File: src/rtl/mcs_wb_bridge.sv
// MicroBlaze MCS IO bus to Wishbone classic master bridge.
// One outstanding transfer; a bus watchdog ends stalled cycles and latches a sticky flag.
module mcs_wb_bridge #(
    parameter int ADDR_WIDTH = 32,
    parameter int DATA_WIDTH = 32,
    parameter int TIMEOUT    = 255
) (
    input  logic                  CLK,
    input  logic                  RST,
    input  logic                  IO_addr_strobe,
    input  logic                  IO_read_strobe,
    input  logic                  IO_write_strobe,
    input  logic [ADDR_WIDTH-1:0] IO_address,
    input  logic [DATA_WIDTH-1:0] IO_write_data,
    output logic [DATA_WIDTH-1:0] IO_read_data,
    output logic                  IO_ready,
    output logic                  CYC,
    output logic                  STB,
    output logic                  WE,
    output logic [ADDR_WIDTH-1:0] ADDR,
    output logic [DATA_WIDTH-1:0] DAT_O,
    input  logic [DATA_WIDTH-1:0] DAT_I,
    input  logic                  ACK,
    output logic                  timeout_flag,
    input  logic                  timeout_clr
);

    typedef enum logic [1:0] {IDLE, BUS, RESP} state_t;

    typedef struct packed {
        logic                  we;
        logic [ADDR_WIDTH-1:0] addr;
        logic [DATA_WIDTH-1:0] data;
    } req_t;

    localparam logic [15:0]           TO_CNT  = 16'(TIMEOUT);
    localparam logic [DATA_WIDTH-1:0] TO_DATA = DATA_WIDTH'(32'hDEAD_BEEF);

    state_t      state;
    logic [15:0] cnt;
    logic [15:0] cnt_nxt;
    logic        req_valid;
    logic        expired;
    req_t        req;

    // Both strobes together resolve to a write.
    assign req_valid = IO_addr_strobe & (IO_read_strobe | IO_write_strobe);
    assign req.we    = IO_write_strobe;
    assign req.addr  = IO_address;
    assign req.data  = IO_write_data;

    // Count includes the current BUS cycle, so BUS lasts at most TIMEOUT cycles.
    assign cnt_nxt = cnt + 16'd1;
    assign expired = (cnt_nxt == TO_CNT);

    always_ff @(posedge CLK or negedge RST) begin
        if (!RST) begin
            state        <= IDLE;
            cnt          <= '0;
            CYC          <= 1'b0;
            STB          <= 1'b0;
            WE           <= 1'b0;
            ADDR         <= '0;
            DAT_O        <= '0;
            IO_ready     <= 1'b0;
            IO_read_data <= '0;
            timeout_flag <= 1'b0;
        end else begin
            IO_ready <= 1'b0;
            if (timeout_clr)
                timeout_flag <= 1'b0;

            case (state)
                IDLE: begin
                    if (req_valid) begin
                        ADDR  <= req.addr;
                        DAT_O <= req.data;
                        WE    <= req.we;
                        CYC   <= 1'b1;
                        STB   <= 1'b1;
                        cnt   <= '0;
                        state <= BUS;
                    end
                end

                BUS: begin
                    cnt <= cnt_nxt;
                    if (ACK) begin
                        CYC      <= 1'b0;
                        STB      <= 1'b0;
                        WE       <= 1'b0;
                        IO_ready <= 1'b1;
                        if (!WE)
                            IO_read_data <= DAT_I;
                        state <= RESP;
                    end else if (expired) begin
                        CYC          <= 1'b0;
                        STB          <= 1'b0;
                        WE           <= 1'b0;
                        IO_ready     <= 1'b1;
                        // Placed after the clear so a coincident timeout keeps the flag set.
                        timeout_flag <= 1'b1;
                        if (!WE)
                            IO_read_data <= TO_DATA;
                        state <= RESP;
                    end
                end

                RESP: begin
                    state <= IDLE;
                end

                default: begin
                    state <= IDLE;
                end
            endcase
        end
    end

endmodule

File: config.mk
export PLATFORM = sky130hd
export DESIGN_NAME = mcs_wb_bridge
export DESIGN_NICKNAME = d
export VERILOG_FILES = /design/src/rtl/mcs_wb_bridge.sv
export SDC_FILE = /design/constraint.sdc
export NUM_CORES = 1
export LEC_CHECK = 0
export CORE_MARGIN = 2
export CORE_UTILIZATION = 33
export CTS_CLUSTER_DIAMETER = 30
export DETAILED_ROUTE_END_ITERATION = 10
export PLACE_DENSITY = 0.66
export SYNTH_ARGS = -nofsm -noshare
export SYNTH_HDL_FRONTEND = slang
export SYNTH_SLANG_ARGS = --single-unit
File: constraint.sdc
create_clock -name CLK -period 2.1 [get_ports CLK]
set_input_delay 0.315 -clock CLK [delete_from_list [all_inputs] [get_ports CLK]]
set_output_delay 0.315 -clock CLK [all_outputs]
set_load 0.01 [all_outputs]
Word level (Yosys, flattened, before mapping)

Index checks and enable logic that the tools add are counted.

Register bits: 118
Output and inout bits: 101
Logic and storage cells: 49

Add/subtract/negate cells: 1
Equal/unequal tests: 6
Muxes and demuxes: 23
Bitwise logic cells: 2
Reduce and logical (&&, ||, !) cells: 8

Operator list:

| cell                    | number |
|---|---|
| $mux W32                | 4 |
| $pmux W16 S2            | 1 |
| $add A16 B1 Y16 const B | 1 |
| $eq A16 B8 Y1 const B   | 1 |
| $mux W16                | 1 |
| $mux W1                 | 11 |
| $mux W2                 | 3 |
| $ne A2 B2 Y1 const B    | 3 |
| $reduce_and A2 Y1       | 3 |
| $pmux W1 S2             | 2 |
| $pmux W2 S2             | 1 |
| $reduce_and A4 Y1       | 1 |
| $reduce_bool A2 Y1      | 2 |
| $ne A3 B3 Y1 const B    | 1 |
| $reduce_and A3 Y1       | 1 |
| $eq A2 B1 Y1 const B    | 1 |
| $logic_not A2 Y1        | 1 |
| $and A1 B1 Y1           | 1 |
| $or A1 B1 Y1            | 1 |

Longest topological paths before layout

Gate-level depths: netlist (run 1).

Depth in word-level cells: 5
Mapped depth: 11

Least setup slack after synthesis (run 1)

No wires, ideal clock.

Path kind: reg-to-reg
Start: register cnt[0]
End: register IO_read_data[17]
Library setup time: 120 ps
Data arrival time: 2154 ps
Path slack: -174 ps
Cell stages (with the launch flop): 12
Path buffers: 4
Clock period less this slack: 2274 ps
Path through: dfrtp_1 -> ha_1 -> buf_4 -> and4_4 -> buf_6 -> a311oi_1 -> a211o_1 -> nand4_1 -> or2_1 -> buf_6 -> buf_6 -> a31o_1

Longest elaborated chain between the ends: 4

Ends and longest elaborated chain:

| item                                                         | line | source |
|---|---|---|
| from (decl)                                                  | 40   | `logic [15:0] cnt;` |
| from (signal assigned)                                       | 87   | `cnt <= cnt_nxt;` |
| $add A16 B1 Y16 (*)                                          | 53   | `assign cnt_nxt = cnt + 16'd1;` |
| $eq A16 B8 Y1 (*)                                            | 54   | `assign expired = (cnt_nxt == TO_CNT);` |
| $ne A2 B2 Y1 (no line) or $reduce_bool A2 Y1 (tied branches) | n/a  |  |
| $reduce_and A4 Y1 (no line) (*)                              | n/a  |  |
| to (signal assigned)                                         | 66   | `IO_read_data <= '0;` |
| to (signal assigned)                                         | 94   | `IO_read_data <= DAT_I;` |
| to (signal assigned)                                         | 104  | `IO_read_data <= TO_DATA;` |
| to (decl)                                                    | 15   | `output logic [DATA_WIDTH-1:0] IO_read_data,` |

Mark *: on every way between the ends. The rest lies on a longest branch, timed or not.
A chain may end at the register's enable or synchronous reset.

Worst setup path after layout (run 1)

Start: register cnt[0]
End: register IO_read_data[25]

Same word-level chain as after synthesis.

==> results of run 1 <==
==> repair_timing <==
action                                  4_1_cts  5_1_grt
resized for setup                            35       15
endpoints found under the setup margin       35       37
gates cloned                                  1        1
setup buffers                                 5        2
endpoints found under the hold margin        32        0
hold buffers                                  1        0
pin swaps                                    15        7
==> worst reg2reg max path, delay by kind of cell (launching register included) <==
kind | cells | cell delay [ns]
simple gates | 5 | 0.90
fa+ha+maj | 1 | 0.17
compound gates | 1 | 0.12
flops | 1 | 0.41
buf+inv | 3 | 0.48
==> area by class of cell <==
type | count | area (µm²) | share of cell area, %
sequential | 118 | 2960 | 34.7
timing repair buffer | 243 | 2460 | 28.8
multi-input combinational | 278 | 2250 | 26.3
clock buffer | 24 | 472 | 5.53
tap | 188 | 235 | 2.76
clock inverter | 8 | 146 | 1.72
inverter | 4 | 15.0 | 0.176
==> cell usage in the layout, fill, tap and decap left out, types with 3 or more instances in the layout <==
cell / count
sky130_fd_sc_hd__nand2b_1: 4
sky130_fd_sc_hd__nand2_1: 20
sky130_fd_sc_hd__a21oi_1: 8
sky130_fd_sc_hd__nand3_1: 7
sky130_fd_sc_hd__clkdlybuf4s50_1: 202
sky130_fd_sc_hd__inv_1: 4
sky130_fd_sc_hd__o22ai_1: 25
sky130_fd_sc_hd__bufinv_16: 4
sky130_fd_sc_hd__o21ai_0: 24
sky130_fd_sc_hd__clkbuf_16: 18
sky130_fd_sc_hd__nor4_4: 3
sky130_fd_sc_hd__a21oi_2: 19
sky130_fd_sc_hd__buf_4: 30
sky130_fd_sc_hd__and3_1: 3
sky130_fd_sc_hd__mux2_2: 64
sky130_fd_sc_hd__a31oi_1: 4
sky130_fd_sc_hd__nor2_1: 32
sky130_fd_sc_hd__o31ai_1: 4
sky130_fd_sc_hd__clkbuf_1: 5
sky130_fd_sc_hd__a21oi_4: 5
sky130_fd_sc_hd__dfrtp_2: 5
sky130_fd_sc_hd__a22o_1: 9
sky130_fd_sc_hd__dfrtp_1: 113
sky130_fd_sc_hd__nand4_1: 5
sky130_fd_sc_hd__a31o_4: 7
sky130_fd_sc_hd__buf_12: 7
==> per-stage QoR <==
stage	hold WS [ns]	setup TNS (ns)	instance area, µm²	cells
2_1_floorplan	0.0194	-0.906	5140	433
3_3_place_gp	0.307	-0.0514	7550	821
3_5_place_dp	0.309	-2.19	7550	821
4_1_cts	0.405	-0.557	8420	860
5_1_grt	0.446	-4.31	8530	863
6_report	0.407	-0.793	8530	863
==> metal layers <==
layer | vias to the layer above | part of all wire, % | track usage [%]
met1 | 2214 | 39 | 20.9
met5 | - | 0 | 0
met3 | 31 | 9.1 | 8.27
met2 | 182 | 49 | 29.7
met4 | 0 | 3.0 | 8.63
li1 | 2042 | - | -
==> cell families after synthesis <==
group	Yosys count	share of synthesized area, %
flops	118	57.6
compound gates	117	14.4
simple gates	91	9.15
mux	64	14.1
buf+inv	37	3.66
xor+xnor	4	0.684
fa+ha+maj	2	0.488
==> worst max path at each step <==
stage | start | end | slack [ns]
global placement | cnt[1]$_DFFE_PN0P_ | IO_read_data[14]$_DFFE_PN0P_ | -0.008
detailed placement | cnt[1]$_DFFE_PN0P_ | IO_read_data[31]$_DFFE_PN0P_ | -0.1
floorplan | cnt[1]$_DFFE_PN0P_ | IO_read_data[17]$_DFFE_PN0P_ | -0.11
finish | cnt[0]$_DFFE_PN0P_ | IO_read_data[25]$_DFFE_PN0P_ | -0.05
global route | cnt[1]$_DFFE_PN0P_ | IO_read_data[31]$_DFFE_PN0P_ | -0.15
CTS | cnt[0]$_DFFE_PN0P_ | IO_read_data[25]$_DFFE_PN0P_ | -0.04
==> sequential cells by signal, summed over array words and instances (netlist names) <==
signal and flops:
STB 1, cnt 16, timeout_flag 1, ADDR 32, WE 1, DAT_O 32
IO_read_data 32, state 2, IO_ready 1
==> power breakdown <==
group,internal (W),switching (W),total [W],leakage (nW)
sequential,0.00302,0.000517,0.00354,1.43
clock,0.00205,0.00100,0.00305,0.298
combinational,0.00226,0.00154,0.00381,1.74
total,0.00733,0.00306,0.0104,3.47
==> run summary, run 1 <==
OUTCOME
----------------------------------------------------------------------------------------------------
Status ................................................................................ finished with violations
Failing checks ........................................................................ negative setup slack

DRT
----------------------------------------------------------------------------------------------------
Vias ..................................................................................         4469
Total DRC errors in the routed layout .................................................            0
WL per Instance .......................................................................      17.5 µm
Post-detailed-routing wire length .....................................................     15100 µm
Detailed Route Iter0 Violations .......................................................          143
Antenna-violating nets left ...........................................................            0
Average vias per placed instance ......................................................         5.18
Total iterations of the first detailed-routing run ....................................            4

CLOCK TREE
----------------------------------------------------------------------------------------------------
# H-tree levels .......................................................................            4
CTS tree ..............................................................................         done
Worst skew pair latency ...............................................................      0.42 ns
Sink count of the clock tree ..........................................................          118
Clock buffer count from CTS ...........................................................           17
Clock-pin slew reported for the worst setup and hold paths after clock tree synthesis .      0.05 ns
Cell chosen for the clock root ........................................................ sky130_fd_sc_hd__clkbuf_16
Max clock buf depth ...................................................................            2

SYNTH
----------------------------------------------------------------------------------------------------
Cell type contributing the most total cell area after synthesis ....................... sky130_fd_sc_hd__dfrtp_1
Syn_nets ..............................................................................          538
#FFs+latches synth ....................................................................          118
Portion of synthesized cell area occupied by the leading cell type ....................        57.6%
Gate count after technology mapping ...................................................          433
Most used standard cells in the synthesized netlist ................................... 118 x sky130_fd_sc_hd__dfrtp_1, 64 x sky130_fd_sc_hd__mux2_2, 33 x sky130_fd_sc_hd__nor2_1
Synthesized area per cell .............................................................     11.8 µm²
Proportion of synthesized chip area in sequential cells ...............................        57.6%
Most frequently used flop master after synthesis ...................................... sky130_fd_sc_hd__dfrtp_1
Share of synthesized flip-flops with an asynchronous set or reset .....................         100%
Ranking of synthesized cells by area .................................................. sky130_fd_sc_hd__dfrtp_1 58%, sky130_fd_sc_hd__mux2_2 14%, sky130_fd_sc_hd__a21oi_1 3.1%
Number of different library cells in the post-synthesis netlist .......................           44
Count of flip-flops with a built-in enable after synthesis ............................            0
Netlist area before placement .........................................................     5130 µm²
Most numerous cell in the Yosys netlist ............................................... sky130_fd_sc_hd__dfrtp_1
Count of warnings emitted by yosys ....................................................            0

WORST SETUP PATH
----------------------------------------------------------------------------------------------------
Cell family with most CP delay ........................................................ simple AND/OR/NAND/NOR gates
Kind of launch point of the worst setup path ..........................................         flop
Critical path required time ...........................................................      2.45 ns
Setup slack of the worst register-to-register path ....................................     -0.05 ns
Most frequent cell on the critical path ............................................... sky130_fd_sc_hd__nand4_1
Critical Path, Cell by Cell ........................................................... ha_4, nand4_1, buf_4, nor3_2, nor4b_2, nand4_1, or2_4, buf_12, clkbuf_16, a21oi_2
Critical-path maximum fanout ..........................................................            9
Type of element capturing the critical path ...........................................         flop
Data arrival time at the worst-slack endpoint .........................................      2.50 ns
Total buffers and inverters traversed by the critical path ............................            3
Launch instance of the worst register-to-register path ................................ cnt[0]$_DFFE_PN0P_
Logic depth of the worst register-to-register path ....................................           10
Reg-to-reg critical path endpoint ..................................................... IO_read_data[25]$_DFFE_PN0P_
Total stage count of the critical path ................................................           10
CP max stage delay ....................................................................      0.41 ns
Slowest stage cell, crit path ......................................................... sky130_fd_sc_hd__dfrtp_2
WS Path Type .......................................................................... flop to flop

POWER AND IR DROP
----------------------------------------------------------------------------------------------------
Post-layout total power ...............................................................     0.0104 W
Leakage ...............................................................................      3.47 nW
Peak supply drop ......................................................................     0.550 mV
Total power per unit cell area ........................................................  1220 nW/µm²

GRT
----------------------------------------------------------------------------------------------------
Global Route Usage Sum ................................................................        18.4%
First-pass GRT wire length ............................................................     23600 µm
Number of global-route vias before repair .............................................         4680
Largest net degree at the start of global routing .....................................           52
Antenna violations before repair ......................................................            0
Leftover overflow at the end of global routing ........................................            0

TIMING
----------------------------------------------------------------------------------------------------
RSZ-0062 raised after global routing ..................................................         true
Worst-Margin Slew .....................................................................     0.596 ns
Shortest clock period the worst path allows after layout ..............................      2.15 ns
Clock skew ............................................................................    0.0175 ns
Crit share post-route .................................................................         102%
Fmax achieved .........................................................................    0.465 GHz
Fin worst setup slack .................................................................   -0.0509 ns
Count of final max-slew check failures ................................................            0
Max_slew headroom .....................................................................        60.1%
Count of final hold-check violations ..................................................            0
Final Setup Violations ................................................................           33

CELLS AND AREA
----------------------------------------------------------------------------------------------------
Number of fillers in the final layout .................................................         1275
Nets@finish ...........................................................................          767
Synth-to-layout area growth ...........................................................        66.5%
Post-Route Utilization ................................................................        56.1%
Total inserted antenna cells ..........................................................            0
Share of final-layout standard cells stronger than drive strength 1 ...................        27.1%

PLACED DESIGN
----------------------------------------------------------------------------------------------------
Routability Congestion ................................................................        0.877
Sum of net half-perimeters after detailed placement ...................................     10200 µm
Setup WS pre-CTS ......................................................................   -0.0989 ns
I/O Buffers ...........................................................................          203

HOLD PATH
----------------------------------------------------------------------------------------------------
Hold Path Class ....................................................................... primary input to async pin

FLOORPLANNING
----------------------------------------------------------------------------------------------------
Starting Density ......................................................................        33.7%
I/O pin count .........................................................................          204
Die X-Extent ..........................................................................       129 µm
Die Footprint .........................................................................    16500 µm²
Floorplan row count ...................................................................           45
Die span in y .........................................................................       129 µm
Placeable core area ...................................................................    15200 µm²

JOB
----------------------------------------------------------------------------------------------------
Max-cap check violation count .........................................................            0

Power figures use the tool's default switching activity.
==> run 2: changes to the inputs <==
CTS_CLUSTER_DIAMETER = unset   (was 30)
==> results of run 2 <==
The final DEF is identical to that of run 1; final timing and power are the same.
==> RTL change 1: new RTL, flow settings as in run 1 <==
Re-encode `state_t` (3 states) as one-hot, 3 bits wide.
--- a/src/rtl/mcs_wb_bridge.sv
+++ b/src/rtl/mcs_wb_bridge.sv
@@ -25,7 +25,7 @@
     input  logic                  timeout_clr
 );
 
-    typedef enum logic [1:0] {IDLE, BUS, RESP} state_t;
+    typedef enum logic [2:0] {IDLE = 3'b001, BUS = 3'b010, RESP = 3'b100} state_t;
 
     typedef struct packed {
         logic                  we;
Function: same outputs for any inputs over 4 cycles, from zero or initial values and one cycle with RST low; so few cycles prove little.
==> RTL change 1 against run 1 <==
  * The flow still finishes with violations (setup timing)
  * Synthesized area grew 0.32%
  * Critical path type unchanged
  * Wire length is 4.7% lower
  * Largest cell class unchanged
  * Power shrank 7.1%
  * Count of clock-buffer cells in the layout fell by 6
  * Final area is 1.2% lower
  * Sequential cell count increased by 1
  * Global-route usage fell by 0.65 points
  * Setup slack gained 0.025 ns
==> RTL change 1: results (changes against run 1) <==
set qor(crit_path_max_incr_delay_ns) 0.44 ;# +0.03 ns
set qor(drt-initial-drc-count) 196 ;# +37%
set qor(post-dp-hpwl_um) 10100 ;# -1.2%
set qor(post-route-worst-setup-slack_ns) -0.0255 ;# +0.0254 ns
set qor(syn-num-nets) 530 ;# -1.5%
set qor(place.gp.congestion) 0.842 ;# -4.0%
set qor(drive_gt1_share_pct) 27.2 ;# +0.081 points
set qor(final-setup-viol-count) 10 ;# -70%
set qor(grt_util_all_layers_pct) 17.7 ;# -0.65 points
set qor(vdd_ir_drop_max_uv) 771 ;# +40%
set qor(relSlewSlack_pct) 66.3 ;# +6.1 points
set qor(synth_seq_area_share_pct) 57.9 ;# +0.33 points
set qor(netSwitchingPower_w) 0.00273 ;# -11%
set qor(grt_pass1_wl_um) 23200 ;# -1.8%
set qor(first_global_vias) 4647 ;# -0.71%
set qor(yosys-top-cells-area) {dfrtp_1 57%, mux2_2 14%, o22ai_1 3.0%, a21oi_1 3.0%, nor2_1 2.8%}
set qor(layout.filler_cells) 1281 ;# +0.47%
set qor(run_status) {finished, violations left}
set qor(critPathArrivalTime_ns) 2.46 ;# -0.04 ns
set qor(ys_types) 47 ;# +6.8%
set qor(failing_checks) {setup timing}
set qor(final_nets) 765 ;# -0.26%
set qor(fin_worst_skew_ns) 0.00684 ;# -0.0107 ns
set qor(worst-path-max-fanout) 12 ;# +3
set qor(grt_start_max_net_pins) 42 ;# -19%
set qor(power.static_leakage_nw) 3.43 ;# -1.0%
set qor(netlist_top_cells_count) {118 x dfrtp_1, 64 x mux2_2, 38 x nor2_1, 31 x a21oi_1, 25 x o22ai_1}
set qor(setup-tns-final_ns) -0.0932 ;# +0.700 ns
==> RTL change 1: changes by cell type in the layout (fill, tap and decap cells not counted), moves of 4 or more <==
cell	delta
a31o_4	-7
a21oi_1	+6
nor2_1	+6
a21oi_4	-5
clkbuf_1	-5
a31o_2	+4
buf_4	+4
nand2_1	-4
nand3_1	-4
==> RTL change 1: layer usage <==
layer	global-route usage [%]	part of all wire [%]	up-vias
met5	0	0	-
met4	5.18	0.90	0
met3	7.53	7.7	10
met2	29.4	50	156
met1	21.0	41	2155
li1	-	-	2032
==> RTL change 1: kinds of logic after synthesis <==
| group | Yosys count | synth area share, % |
|---|---|---|
| AO/OA/AOI/OAI | 110 | 13.3 |
| buffers and inverters | 32 | 2.85 |
| XOR/XNOR | 4 | 0.681 |
| AND/OR/NAND/NOR | 93 | 10.5 |
| flip-flops | 119 | 57.9 |
| multiplexers | 65 | 14.2 |
| adder cells (fa/ha/maj) | 2 | 0.487 |
==> RTL change 1: what timing repair did <==
action | 4_1_cts | 5_1_grt
gates cloned | 0 | 1
pin swaps | 3 | 4
hold endpoints to repair | 35 | 0
setup buffers | 4 | 0
hold buffers | 1 | 0
resized for setup | 11 | 15
setup endpoints to repair | 29 | 35
==> RTL change 1: worst paths after layout <==
path / from / to / slack (ns) / depth (start not counted)
min in group CLK: DAT_O[14] / DAT_O[14] / 0.50 / 1
max reg2reg: cnt[1] / IO_read_data[6] / -0.03 / 9
max: cnt[1] / IO_read_data[6] / -0.03 / 9
max in group asynchronous: RST / IO_read_data[30] / 0.98 / 3
min reg2reg: DAT_O[14] / DAT_O[14] / 0.50 / 1
min: RST / DAT_O[6] / 0.41 / 2
==> RTL change 1: layout make-up <==
| type | count | area, sq um | area share [%] |
|---|---|---|---|
| clock buffer | 18 | 439 | 5.21 |
| clock inverter | 14 | 175 | 2.08 |
| inverter | 3 | 11.3 | 0.134 |
| multi-input combinational | 274 | 2120 | 25.2 |
| sequential | 119 | 2980 | 35.4 |
| tap | 188 | 235 | 2.79 |
| timing repair buffer | 245 | 2460 | 29.2 |
==> RTL change 1: power by group through the flow <==
stage	logic (W)	clock network (W)	registers [W]
floorplan	0.00101	0	0.00369
global placement	0.00320	0	0.00340
detailed placement	0.00323	0	0.00344
CTS	0.00328	0.00307	0.00342
global route	0.00349	0.00317	0.00351
finish	0.00325	0.00300	0.00341
==> RTL change 1: metrics by stage <==
step                worst slack, ns  hold WS, ns  instances  utilization (%)  power [W]
CTS                         0.00313        0.415        860             54.9    0.00977
finish                      -0.0255        0.411        861             55.4    0.00966
global placement             0.0558        0.313        823             50.3    0.00660
global route                -0.0678        0.458        861             55.4     0.0102
floorplan                    0.0200       0.0194        425                -    0.00470
detailed placement          -0.0454        0.324        823             50.3    0.00667
==> RTL change 2: new RTL, flow settings as in run 1 <==
Made on the original files. `DATA_WIDTH`: 32 -> 28.
--- a/src/rtl/mcs_wb_bridge.sv
+++ b/src/rtl/mcs_wb_bridge.sv
@@ -2,7 +2,7 @@
 // One outstanding transfer; a bus watchdog ends stalled cycles and latches a sticky flag.
 module mcs_wb_bridge #(
     parameter int ADDR_WIDTH = 32,
-    parameter int DATA_WIDTH = 32,
+    parameter int DATA_WIDTH = 28,
     parameter int TIMEOUT    = 255
 ) (
     input  logic                  CLK,
Interface: changed (resized DAT_I, DAT_O, IO_read_data and IO_write_data); port bits go from 204 to 188. The function was not compared with the original's and may differ.
==> RTL change 2 against run 1 <==
  * The flow still finishes with violations (setup timing)
  * Synthesized area decreased by 7.1%
  * Critical path depth shrank 2
  * Count of clock-buffer cells in the layout decreased by 12
  * Final area shrank 9.4%
  * Non-clock buffer count fell by 5
  * Core utilization fell by 0.89 points
  * Wire length decreased by 8.2%
  * Sequential share of layout area rose by 0.94 points
  * Sequential cell count down 8
  * Setup slack gained 0.036 ns
  * Power fell by 17%
  * Worst hold slack gained 0.086 ns
  * Largest power group unchanged
  * Highest routed layer unchanged
==> RTL change 2: results (changes against run 1) <==
set qor(floorplan.rows) 43 ;# -4.4%
set qor(clock_tree.htree_level_count) 3 ;# -1
set qor(run_status) {finished, violations left}
set qor(multi_input_comb_cells) 244 ;# -12%
set qor(place.gp.congestion) 0.870 ;# -0.79%
set qor(grt_start_max_net_pins) 54 ;# +3.8%
set qor(largestRegisters) {ADDR (32), DAT_O (28), IO_read_data (28)}
set qor(worst-path-max-fanout) 5 ;# -4
set qor(clk-insertion-delay-late_ns) 0.35 ;# -0.07 ns
set qor(fin_worst_skew_ns) 0.00861 ;# -0.00890 ns
set qor(multiInputGateArea_sq_um) 1970 ;# -12%
set qor(overall_power_of_the_completed_layout_w) 0.00864 ;# -17%
set qor(clock_buffer_count) 12 ;# -50%
set qor(netSwitchingFraction_pct) 31.0 ;# +1.5 points
set qor(drt-wirelength-per-cell_um) 16.9 ;# -3.4%
set qor(power.static_leakage_nw) 3.23 ;# -6.8%
set qor(drt-initial-drc-count) 139 ;# -2.8%
set qor(failing_checks) {setup timing}
set qor(cts-resized-gates) 16 ;# -54%
set qor(cts_inserted_buffers) 9 ;# -8
set qor(post-cts-setup-buffers) 8 ;# +3
set qor(layout.filler_cells) 1213 ;# -4.9%
set qor(finalHoldWorstSlack_ns) 0.493 ;# +0.0863 ns
set qor(number_of_cells_in_the_finished_layout_apart_from_fillers) 820 ;# -5.0%
set qor(r2r-end) {timeout_flag}
set qor(final-setup-viol-count) 1 ;# -97%
set qor(post-route-worst-setup-slack_ns) -0.0145 ;# +0.0364 ns
set qor(worst_setup_hold_path_clk_slew_ns) 0.07 ;# +0.02 ns
set qor(io_buffers) 187 ;# -7.9%
set qor(place_worst_setup_slack_ns) -0.391 ;# -0.292 ns
set qor(relSlewSlack_pct) 62.1 ;# +2.0 points
set qor(numPlacedInstances) 789 ;# -3.9%
set qor(final.signal_buffer_count) 238 ;# -2.1%
==> RTL change 2: critical path: stages, from the launching register on <==
cell and delay (ns):
dfrtp_1 0.41, ha_4 0.17, nand3_4 0.09, or3_4 0.35
a2111oi_4 0.29, and4_4 0.29, buf_6 0.10, nand2_1 0.07
o32ai_2 0.25
==> RTL change 2: routing by layer <==
layer	global-route usage, %	vias up	wire, um
met5	0	-	0
li1	-	1884	-
met1	21.1	1967	5340
met3	8.65	24	1530
met2	29.6	161	6610
met4	8.57	0	344
==> RTL change 2: how the worst max path moves through the flow <==
stage          startpoint  cells past startpoint  slack (ns)                to
4_1_cts            cnt[0]                     10       -0.02      timeout_flag
6_report           cnt[0]                      8       -0.01      timeout_flag
3_5_place_dp       cnt[1]                      6       -0.39  IO_read_data[19]
2_1_floorplan      cnt[0]                      8       0.003   IO_read_data[0]
3_3_place_gp       cnt[5]                      6       -0.27  IO_read_data[19]
5_1_grt            cnt[0]                      8       -0.11      timeout_flag
